<file path="src/rtl/pwm_capture_if.sv">
// Measurement bus of the PWM capture block: the sampled pin in,
// period/high-time results and status strobes out.
interface pwm_capture_if #(
    parameter int CNT_W = 28
);
    logic             pwm_in;
    logic [CNT_W-1:0] period_out;
    logic [CNT_W-1:0] high_out;
    logic             valid;
    logic             timeout;
    logic             lost;

    modport master (
        input  pwm_in,
        output period_out,
        output high_out,
        output valid,
        output timeout,
        output lost
    );

    modport slave (
        output pwm_in,
        input  period_out,
        input  high_out,
        input  valid,
        input  timeout,
        input  lost
    );
endinterface

</file>
<file path="src/rtl/pwm_capture.sv">
// Re-measures a PWM waveform: period and high time in clk_in cycles,
// with a per-measurement strobe and a loss-of-signal timeout.
module pwm_capture #(
    parameter int               CNT_W   = 28,
    parameter logic [CNT_W-1:0] TIMEOUT = CNT_W'(1_000_000)
) (
    input  logic          clk_in,
    input  logic          rst,
    pwm_capture_if.master bus
);

    typedef enum logic [1:0] {
        IDLE = 2'd0,
        HIGH = 2'd1,
        LOW  = 2'd2
    } state_t;

    localparam logic [CNT_W-1:0] CNT_MAX = '1;
    localparam logic [CNT_W-1:0] CNT_ONE = CNT_W'(1);

    logic sync1, sync2, prev;
    logic rise, fall;

    state_t state, state_nxt;

    logic [CNT_W-1:0] cnt, cnt_nxt;
    logic [CNT_W-1:0] high_cap;
    logic [CNT_W-1:0] period_q, high_q;
    logic             valid_q, timeout_q, lost_q;

    logic expired;
    logic meas;
    logic lose;
    logic cap;

    // Two-flop synchronizer plus a history flop for edge detection
    always_ff @(posedge clk_in or posedge rst) begin
        if (rst) begin
            sync1 <= 1'b0;
            sync2 <= 1'b0;
            prev  <= 1'b0;
        end else begin
            sync1 <= bus.pwm_in;
            sync2 <= sync1;
            prev  <= sync2;
        end
    end

    assign rise    = sync2 & ~prev;
    assign fall    = ~sync2 & prev;
    assign expired = (cnt >= TIMEOUT);

    always_ff @(posedge clk_in or posedge rst) begin
        if (rst) begin
            state <= IDLE;
        end else begin
            state <= state_nxt;
        end
    end

    // Edges always win over an expired counter in the same cycle
    always_comb begin
        state_nxt = state;
        meas      = 1'b0;
        lose      = 1'b0;
        cap       = 1'b0;
        unique case (state)
            IDLE: begin
                if (rise) begin
                    state_nxt = HIGH;
                end
            end
            HIGH: begin
                if (fall) begin
                    state_nxt = LOW;
                    cap       = 1'b1;
                end else if (expired) begin
                    state_nxt = IDLE;
                    lose      = 1'b1;
                end
            end
            LOW: begin
                if (rise) begin
                    state_nxt = HIGH;
                    meas      = 1'b1;
                end else if (expired) begin
                    state_nxt = IDLE;
                    lose      = 1'b1;
                end
            end
            default: begin
                state_nxt = IDLE;
            end
        endcase
    end

    always_comb begin
        cnt_nxt = cnt;
        if (rise) begin
            cnt_nxt = CNT_ONE;
        end else if (state_nxt == IDLE) begin
            cnt_nxt = '0;
        end else if (cnt != CNT_MAX) begin
            cnt_nxt = cnt + CNT_ONE;
        end
    end

    always_ff @(posedge clk_in or posedge rst) begin
        if (rst) begin
            cnt      <= '0;
            high_cap <= '0;
        end else begin
            cnt <= cnt_nxt;
            if (cap) begin
                high_cap <= cnt;
            end
        end
    end

    always_ff @(posedge clk_in or posedge rst) begin
        if (rst) begin
            period_q  <= '0;
            high_q    <= '0;
            valid_q   <= 1'b0;
            timeout_q <= 1'b0;
            lost_q    <= 1'b1;
        end else begin
            valid_q   <= meas;
            timeout_q <= lose;
            if (meas) begin
                period_q <= cnt;
                high_q   <= high_cap;
            end
            if (lose) begin
                lost_q <= 1'b1;
            end else if (meas) begin
                lost_q <= 1'b0;
            end
        end
    end

    assign bus.period_out = period_q;
    assign bus.high_out   = high_q;
    assign bus.valid      = valid_q;
    assign bus.timeout    = timeout_q;
    assign bus.lost       = lost_q;

endmodule
</file>
<file path="src/flat_wrapper.sv">
// flat-port wrapper written by rule: the top's interface ports become plain ports
module pwm_capture_flat 
#(
    parameter int               CNT_W   = 28,
    parameter logic [CNT_W-1:0] TIMEOUT = CNT_W'(1_000_000)
)
  (clk_in, rst, bus_pwm_in, bus_period_out, bus_high_out, bus_valid, bus_timeout, bus_lost);
  pwm_capture_if #(.CNT_W(CNT_W)) bus_i ();
  input  logic clk_in;
  input  logic rst;
  input wire logic [$bits(bus_i.pwm_in)-1:0] bus_pwm_in;
  output wire logic [$bits(bus_i.period_out)-1:0] bus_period_out;
  output wire logic [$bits(bus_i.high_out)-1:0] bus_high_out;
  output wire logic [$bits(bus_i.valid)-1:0] bus_valid;
  output wire logic [$bits(bus_i.timeout)-1:0] bus_timeout;
  output wire logic [$bits(bus_i.lost)-1:0] bus_lost;
  assign bus_i.pwm_in = bus_pwm_in;
  assign bus_period_out = bus_i.period_out;
  assign bus_high_out = bus_i.high_out;
  assign bus_valid = bus_i.valid;
  assign bus_timeout = bus_i.timeout;
  assign bus_lost = bus_i.lost;
  pwm_capture #(.CNT_W(CNT_W), .TIMEOUT(TIMEOUT)) u_core (.clk_in(clk_in), .rst(rst), .bus(bus_i));
endmodule
</file>
<file path="config.mk">
export PLATFORM = sky130hd
export DESIGN_NAME = pwm_capture_flat
export DESIGN_NICKNAME = d
export VERILOG_FILES = /design/src/rtl/pwm_capture_if.sv /design/src/rtl/pwm_capture.sv /design/src/flat_wrapper.sv
export SDC_FILE = /design/constraint.sdc
export NUM_CORES = 1
export LEC_CHECK = 0
export BUFFER_PORTS_ARGS = -buffer_cell sky130_fd_sc_hd__buf_4
export CORE_MARGIN = 8
export CORE_UTILIZATION = 60
export CTS_BUF_LIST = sky130_fd_sc_hd__clkbuf_8
export DETAILED_ROUTE_END_ITERATION = 10
export PLACE_DENSITY_LB_ADDON = 0.05
export RECOVER_POWER = 25
export SETUP_SLACK_MARGIN = 0.4
export SLEW_MARGIN = 40
export SYNTH_ARGS = -nofsm -noshare
export SYNTH_HDL_FRONTEND = slang
export SYNTH_SLANG_ARGS = --single-unit
</file>
<file path="constraint.sdc">
create_clock -name clk_in -period 4.9 [get_ports clk_in]
set_clock_uncertainty 0.15 [all_clocks]
set_input_delay 0.98 -clock clk_in [delete_from_list [all_inputs] [get_ports clk_in]]
set_output_delay 0.98 -clock clk_in [all_outputs]
set_load 0.05 [all_outputs]
</file>
==> reports/qor.csv, run 1 <==
stage,metric,value,unit
status,status,"finished, violations left",
status,failing checks,"capacitance limit, slew limit",
pwr,Clk pwr share,38.5,%
global_route,first-pass GRT wire length,16.7,mm
place,dpl hpwl,6.54,mm
layout,# diodes,0,
worst_setup_path,Crit-path slowest cell,inv_1,
synthesis,Synth Instances,418,
pwr,Max VDD drop,0.289,mV
cts,number of H-tree levels,4,
pwr,switching share of power,29.4,%
sta,RSZ-0062 raised after global routing,no,
detailed_routing,total wire length,10.0,mm
worst_setup_path,arrival time worst endpoint,3080,ps
cts,Resized cells post-CTS,0,
sta,period utilization,67.4,%
global_route,total gr overflow,0,
detailed_routing,DRC,0,
sta,Setup TNS,0,ps
sta,Slew HR,-87.0,%
worst_setup_path,data required time of the worst path,4680,ps
hold_path,Hold Crit Class,flip-flop to flip-flop,
pwr,Comb pwr share,16.3,%
cts,Root Buffer Master,clkbuf_8,
detailed_routing,Vias,3373,
global_route,GRT Total Usage,18.1,%
global_route,vias in the first global route,3395,
place,I/O Buffers,61,
synthesis,Syn Area/Cell,12.3,µm²
floorplan,I/O pins,62,
worst_setup_path,"delay-heaviest family, CP",buffers and inverters,
layout,Finished Core Util,73.4,%
hold_path,Worst Hold End,u_core.sync2$_DFF_PP0_,
floorplan,Die Ht,108,µm
cts,clk slew on worst S/H paths,70,ps
worst_setup_path,"slowest stage delay, CP",1950,ps
floorplan,Initial Util,62.0,%
cts,post-CTS setup buffers,0,
floorplan,Core Box Area,0.00826,mm²
detailed_routing,Vias/cell,5.66,
synthesis,Yosys warning total,0,
global_route,initial antenna violation count,0,
hold_path,hold path depth,0,
pwr,internal power,0.00168,W
floorplan,die span in x,108,µm
cts,"Hold-fix buffers, CTS",0,
synthesis,mapped cell area,0.00512,mm²
pwr,Power Total,0.00238,W
worst_setup_path,nature of the critical path startpoint,input pin,
hold_path,hold_sp,u_core.sync1$_DFF_PP0_,
pwr,Net Sw Power,0.000701,W
pwr,Pleak,3.03,nW
synthesis,register area share after synthesis,58.6,%
synthesis,number of synthesized register bits,120,
worst_setup_path,FF-to-FF End,u_core.cnt[23]$_DFFE_PP0P_,
detailed_routing,1st-iter DRT viols,196,
detailed_routing,iteration count of the initial detailed-routing pass,4,
worst_setup_path,CP endpoint kind,asynchronous set/reset pin,
synthesis,Post-Syn Nets,427,
sta,Final Hold Viols,0,
detailed_routing,drt wl/cell,16.8,µm
sta,Slew @ Worst Pin,2800,ps
flow_run,Max Cap Viol,1,
pwr,part of the power in registers,45.2,%
floorplan,# rows,33,
cts,worst skew pair latency,430,ps
worst_setup_path,crit-path cells,"clkbuf_4, inv_1",
worst_setup_path,worst reg2reg path depth,7,
cts,Num CTS Buffers,17,
layout,net total in the final layout,487,
synthesis,Synth cell types,47,
worst_setup_path,R2R setup slack,2100,ps
floorplan,die area,0.0117,mm²
pwr,power per cell area,393,mW/mm²
sta,FMAX,303,MHz
sta,"Slew Viols, Final",77,
sta,Final Setup Violations,0,
layout,Layout area overhead,18.3,%
cts,clk buf depth,2,
worst_setup_path,Setup CP Type,input pin to asynchronous set/reset pin,
layout,share of cells above drive strength 1,37.9,%
cts,Sink Count,120,
worst_setup_path,WP buf/inv,2,
global_route,largest net degree at the start of global routing,77,
cts,CTS tree,built,
detailed_routing,remaining antenna violation count,0,
place,RePlAce Congestion,0.806,
worst_setup_path,crit path max fanout,76,
worst_setup_path,r2r startpoint,u_core.state[0]$_DFF_PP0_,
sta,"Min Clock Period, post-route",3300,ps
==> power groups by stage <==
stage | registers (W) | clock network, W | logic (W)
CTS | 0.00108 | 0.000932 | 0.000392
finish | 0.00108 | 0.000916 | 0.000389
detailed placement | 0.00109 | 0 | 0.000391
global placement | 0.00109 | 0 | 0.000382
floorplan | 0.00115 | 0 | 0.000231
global route | 0.00108 | 0.000980 | 0.000424
==> cells by family after synthesis <==
family | count (synthesis) | share of synthesized area [%]
multiplexers | 77 | 16.9
buffers and inverters | 35 | 2.86
XOR/XNOR | 18 | 3.08
flip-flops | 120 | 58.6
AND/OR/NAND/NOR | 108 | 10.9
adder cells (fa/ha/maj) | 6 | 1.47
AO/OA/AOI/OAI | 54 | 6.13
==> per-stage QoR <==
step	hold WS (ps)	setup slack [ps]	area, µm²	instances
after floorplan	181	586	5120	418
after global placement	193	1990	5640	564
after detailed placement	187	1820	5650	564
after CTS	202	1820	6060	596
after global routing	204	981	6060	596
final	201	1600	6060	596
==> area by class of cell <==
class | count | area (µm²)
inverters | 10 | 38.8
well taps | 105 | 131
fillers | 574 | 2200
flip-flops and latches | 120 | 3000
clock inverters | 13 | 153
clock buffers | 19 | 262
repair buffers | 66 | 495
multi-input cells | 263 | 1980
==> state kept, by name, summed over array words and instances (netlist names) <==
signal                 cells
u_core.bus.high_out       28
u_core.bus.period_out     28
u_core.cnt                28
u_core.high_cap           28
u_core.state               2
u_core.bus.lost            1
u_core.bus.timeout         1
u_core.bus.valid           1
u_core.prev                1
u_core.sync1               1
u_core.sync2               1
==> worst max path at each step <==
stage | cells after the start | to | from
6_report | 2 | u_core.cnt[19]$_DFFE_PP0P_ | rst
4_1_cts | 7 | u_core.cnt[26]$_DFFE_PP0P_ | u_core.sync2$_DFF_PP0_
5_1_grt | 2 | u_core.state[0]$_DFF_PP0_ | rst
2_1_floorplan | 1 | u_core.bus.high_out[0]$_DFFE_PP0P_ | rst
3_3_place_gp | 7 | u_core.cnt[26]$_DFFE_PP0P_ | u_core.prev$_DFF_PP0_
3_5_place_dp | 7 | u_core.cnt[26]$_DFFE_PP0P_ | u_core.sync2$_DFF_PP0_
==> cell usage after synthesis, drive strengths merged <==
| master | instances | area [µm²] |
|---|---|---|
| clkbuf | 12 | 46.3 |
| mux2i | 1 | 10.0 |
| a2111oi | 1 | 10.0 |
| o21ai | 14 | 70.1 |
| inv | 9 | 33.8 |
| nand4b | 1 | 8.76 |
| and2 | 2 | 15.0 |
| xnor2 | 12 | 105 |
| a21oi | 27 | 135 |
| dfrtp | 119 | 2980 |
| dfstp | 1 | 26.3 |
| nand3b | 1 | 7.51 |
| buf | 13 | 62.6 |
| nor2b | 1 | 6.26 |
| a22oi | 1 | 7.51 |
| and3 | 1 | 6.26 |
| xor2 | 6 | 52.6 |
| nand2b | 3 | 18.8 |
| o31ai | 2 | 20.0 |
| nor4 | 6 | 43.8 |
| nor3 | 4 | 20.0 |
| a211oi | 1 | 7.51 |
| o41a | 1 | 11.3 |
| or4 | 2 | 18.8 |
| o211ai | 1 | 7.51 |
| nand4 | 7 | 58.8 |
| ha | 6 | 75.1 |
| mux2 | 76 | 856 |
| nor4b | 1 | 8.76 |
| nand2 | 37 | 139 |
| a21o | 1 | 7.51 |
| nor2 | 18 | 67.6 |
| clkinv | 1 | 3.75 |
| a31oi | 5 | 37.5 |
| and4 | 3 | 28.8 |
| or3 | 5 | 31.3 |
| nand3 | 16 | 80.1 |
==> layout by cell type (no fill, tap or decap), types with 2 or more instances in the layout <==
master / instances
a21oi_1: 27
a31oi_1: 4
and2_2: 2
and4_1: 2
buf_4: 64
bufinv_16: 3
clkbuf_4: 2
clkbuf_8: 19
clkinv_2: 5
clkinvlp_4: 4
dfrtp_1: 119
ha_1: 6
inv_1: 10
mux2_2: 76
nand2_1: 37
nand2b_1: 2
nand3_1: 16
nand4_1: 6
nor2_1: 18
nor3_1: 4
nor4_1: 5
o21ai_0: 12
o21ai_1: 2
or3_1: 5
xnor2_1: 12
xor2_1: 6
==> per-layer routing <==
| metal | wire length, µm | vias up | track usage, % |
|---|---|---|---|
| met4 | 141 | 0 | 8.21 |
| met2 | 4910 | 77 | 28.4 |
| met5 | 0 | - | 0 |
| met3 | 506 | 14 | 5.00 |
| li1 | - | 1591 | - |
| met1 | 4480 | 1691 | 23.0 |
==> worst reg2reg max path, stage by stage (launching register included) <==
cell and delay [ps]:
dfrtp_1 410, inv_1 100, ha_1 250, nand2_1 360, nand2_1 200, o31ai_2 740
buf_4 360, nor4_1 90
Note: power is estimated with default switching activity, not from simulation.
==> run 2: changes to the inputs <==
Settings changed: ABC_AREA set to 1.
Clock period 4.9 ns to 3.4 ns, I/O delays scaled along.
==> run 2 against run 1 <==
  * The flow now finishes without violations
  * Core utilization fell by 1.5 points
  * Count of clock-buffer cells in the layout fell by 2
  * Via count rose by 28%
  * Register-to-register slack got worse by 1100 ps
  * Die area rose by 2.3%
  * Sequential cell count did not move
  * Highest routed layer unchanged
==> reports/qor.csv, run 2 <==
stage,metric,value,unit,change
sta,Slew @ Worst Pin,1430,ps,-1370 ps
synthesis,Synth area leaders,"dfrtp_1, nand2_1, o21ai_0",,
layout,share of cells above drive strength 1,18.1,%,-20 points
sta,Final Setup Violations,0,,unchanged
sta,period utilization,69.6,%,
synthesis,Most used DFF post-synth,dfrtp_1,,
global_route,first-pass GRT wire length,20.7,mm,+24%
flow_run,Max Cap Viol,0,,-1
synthesis,Syn Area/Cell,8.81,µm²,-28%
layout,"leading cell type in the layout, fill and taps excluded",nand2_1,,
synthesis,Synth Instances,597,,+43%
worst_setup_path,data required time of the worst path,3590,ps,-1090 ps
detailed_routing,max layer used,met4,,
synthesis,number of synthesized flops with an enable pin,0,,unchanged
layout,net total in the final layout,669,,+37%
layout,# diodes,0,,unchanged
layout,fin area,0.00618,mm²,+1.9%
cts,number of H-tree levels,4,,unchanged
sta,Final Hold Viols,0,,unchanged
cts,Resized cells post-CTS,0,,unchanged
sta,FMAX,422,MHz,
sta,post-route setup slack,1030,ps,-567 ps
place,dpl cell area,0.00579,mm²,+2.5%
detailed_routing,drt wl/cell,15.9,µm,-5.4%
pwr,Pleak,3.02,nW,-0.43%
detailed_routing,remaining antenna violation count,0,,unchanged
detailed_routing,iteration count of the initial detailed-routing pass,5,,+1
cts,Sink Count,120,,unchanged
synthesis,mapped cell area,0.00526,mm²,+2.6%
cts,Root Buffer Master,clkbuf_8,,
worst_setup_path,worst reg2reg path depth,11,,+4
synthesis,share of the synthesized area in the top cell type,56.6,%,-1.5 points
sta,"Slew Viols, Final",0,,-100%
place,RePlAce Congestion,0.933,,+16%
synthesis,largest area contributor in the netlist,dfrtp_1,,
sta,RSZ-0062 raised after global routing,no,,
synthesis,most frequent cell after synthesis,nand2_1,,
global_route,GRT Total Usage,22.0,%,+3.9 points
sta,Setup TNS,0,ps,unchanged
detailed_routing,1st-iter DRT viols,451,,+130%
cts,clk buf depth,2,,unchanged
detailed_routing,total wire length,12.4,mm,+24%
floorplan,Core Box Area,0.00859,mm²,+4.1%
synthesis,top cell types by occurrence after synthesis,"nand2_1, dfrtp_1, o21ai_0, inv_1, nor2_1",,
detailed_routing,WL met2,5.71,mm,+16%
global_route,largest net degree at the start of global routing,86,,+12%
synthesis,Synth cell types,32,,-32%
floorplan,die span in x,110,µm,+1.1%
hold_path,Hold Crit Class,input pin to asynchronous set/reset pin,,
layout,"commonest non-fill, non-tap cells in the layout","nand2_1, dfrtp_1, o21ai_0",,
pwr,Power Total,0.00346,W,+45%
floorplan,Die Ht,110,µm,+1.1%
global_route,total gr overflow,0,,unchanged
layout,fill count,678,,+18%
pwr,Max VDD drop,0.308,mV,+6.7%
synthesis,ys async rst share,100,%,unchanged
synthesis,Post-Syn Nets,606,,+42%
worst_setup_path,r2r startpoint,u_core.cnt[8]$_DFFE_PP0P_,,
detailed_routing,DRC,0,,unchanged
floorplan,I/O pins,62,,unchanged
global_route,vias in the first global route,4154,,+22%
synthesis,number of synthesized register bits,120,,unchanged
floorplan,# rows,34,,+3.0%
floorplan,die area,0.0120,mm²,+2.3%
worst_setup_path,crit path max fanout,23,,-70%
synthesis,Yosys warning total,0,,unchanged
cts,clk slew on worst S/H paths,80,ps,about the same
detailed_routing,Vias,4320,,+28%
worst_setup_path,arrival time worst endpoint,2550,ps,-530 ps
cts,post-CTS setup buffers,0,,unchanged
layout,footprint of the multi-input gates,0.00196,mm²,-0.82%
worst_setup_path,R2R setup slack,1030,ps,-1070 ps
worst_setup_path,Setup CP Type,flip-flop to flip-flop,,
cts,CTS tree,built,,
worst_setup_path,FF-to-FF End,u_core.cnt[25]$_DFFE_PP0P_,,
synthesis,register area share after synthesis,57.1,%,-1.5 points
sta,Slew HR,4.83,%,+92 points
pwr,power per cell area,561,mW/mm²,+43%
detailed_routing,post-route met1 wirelength,5.65,mm,+26%
detailed_routing,wire length on met3,949,µm,+88%
place,dpl ws,1130,ps,-696 ps
cts,Num CTS Buffers,17,,unchanged
cts,worst skew pair latency,430,ps,about the same
worst_setup_path,CP endpoint kind,flip-flop,,
worst_setup_path,nature of the critical path startpoint,flip-flop,,
place,I/O Buffers,61,,unchanged
floorplan,Initial Util,61.2,%,-0.85 points
sta,"Min Clock Period, post-route",2370,ps,
layout,Layout area overhead,17.5,%,
cts,"Hold-fix buffers, CTS",0,,unchanged
global_route,initial antenna violation count,0,,unchanged
layout,register area,0.00300,mm²,unchanged
status,status,finished clean,,
detailed_routing,Vias/cell,5.53,,-2.3%
place,dpl hpwl,8.60,mm,+32%
-- run 2: changes by cell type after synthesis, moves of 11 or more --
cell | before | now
mux2_2 | 76 | 0
nor2_1 | 18 | 30
inv_1 | 9 | 43
a21oi_1 | 27 | 1
xnor2_1 | 12 | 1
o21ai_0 | 12 | 86
xor2_1 | 6 | 17
nand2_1 | 37 | 202
-- run 2: cell families (layout without fill, tap and decap cells) --
logic type | count (synthesis) | count (layout) | synth area share [%]
AND/OR/NAND/NOR | 294 | 294 | 24.3
flip-flops | 120 | 120 | 57.1
AO/OA/AOI/OAI | 89 | 89 | 8.59
buffers and inverters | 70 | 146 | 5.59
XOR/XNOR | 18 | 18 | 3.00
adder cells (fa/ha/maj) | 6 | 6 | 1.43
-- run 2: through the flow --
stage,std cells,utilization (%),hold slack (ps)
floorplan,597,-,181
global placement,748,67.4,184
detailed placement,748,67.4,198
CTS,780,72.0,191
global route,781,71.9,131
finish,781,71.9,107
-- run 2: cell type report --
cell class,instances,area share (%)
clock buffers,17,3.79
clock inverters,15,2.71
inverters,47,2.88
multi-input cells,407,31.8
flip-flops and latches,120,48.6
well taps,108,2.19
repair buffers,67,8.04
-- run 2: report_power, final --
group / total, W / internal [W] / switching (W)
combinational: 0.000618 / 0.000146 / 0.000471
sequential: 0.00155 / 0.00150 / 0.0000569
clock: 0.00129 / 0.000668 / 0.000625
-- run 2: worst max-delay path by stage --
| stage | startpoint | to | slack (ps) | cells after the start |
|---|---|---|---|---|
| 6_report | u_core.cnt[8]$_DFFE_PP0P_ | u_core.cnt[25]$_DFFE_PP0P_ | 1030 | 11 |
| 5_1_grt | u_core.sync2$_DFF_PP0_ | u_core.cnt[25]$_DFFE_PP0P_ | 850 | 11 |
| 4_1_cts | u_core.sync2$_DFF_PP0_ | u_core.cnt[25]$_DFFE_PP0P_ | 1090 | 11 |
| 3_5_place_dp | u_core.sync2$_DFF_PP0_ | u_core.cnt[25]$_DFFE_PP0P_ | 1130 | 11 |
| 3_3_place_gp | u_core.prev$_DFF_PP0_ | u_core.cnt[0]$_DFFE_PP0P_ | 1160 | 11 |
| 2_1_floorplan | rst | u_core.bus.high_out[0]$_DFFE_PP0P_ | 1100 | 1 |
-- run 2: critical path, cell delays in order (launching register included) --
cell and delay (ps):
dfrtp_1 460, nand2_1 190, nand2_1 80, nor2_1 160, nor2_1 80, nor2_2 260, nand2_1 100, nand3_1 80
nand2_1 120, nand2_4 190, nand2_4 180, o21ai_0 230
-- run 2: per-layer routing --
metal  GRT usage (%)  vias up
met5               0        -
met2            33.1      193
met1            31.0     2069
met3            5.33       22
met4            6.65        0
li1                -     2036
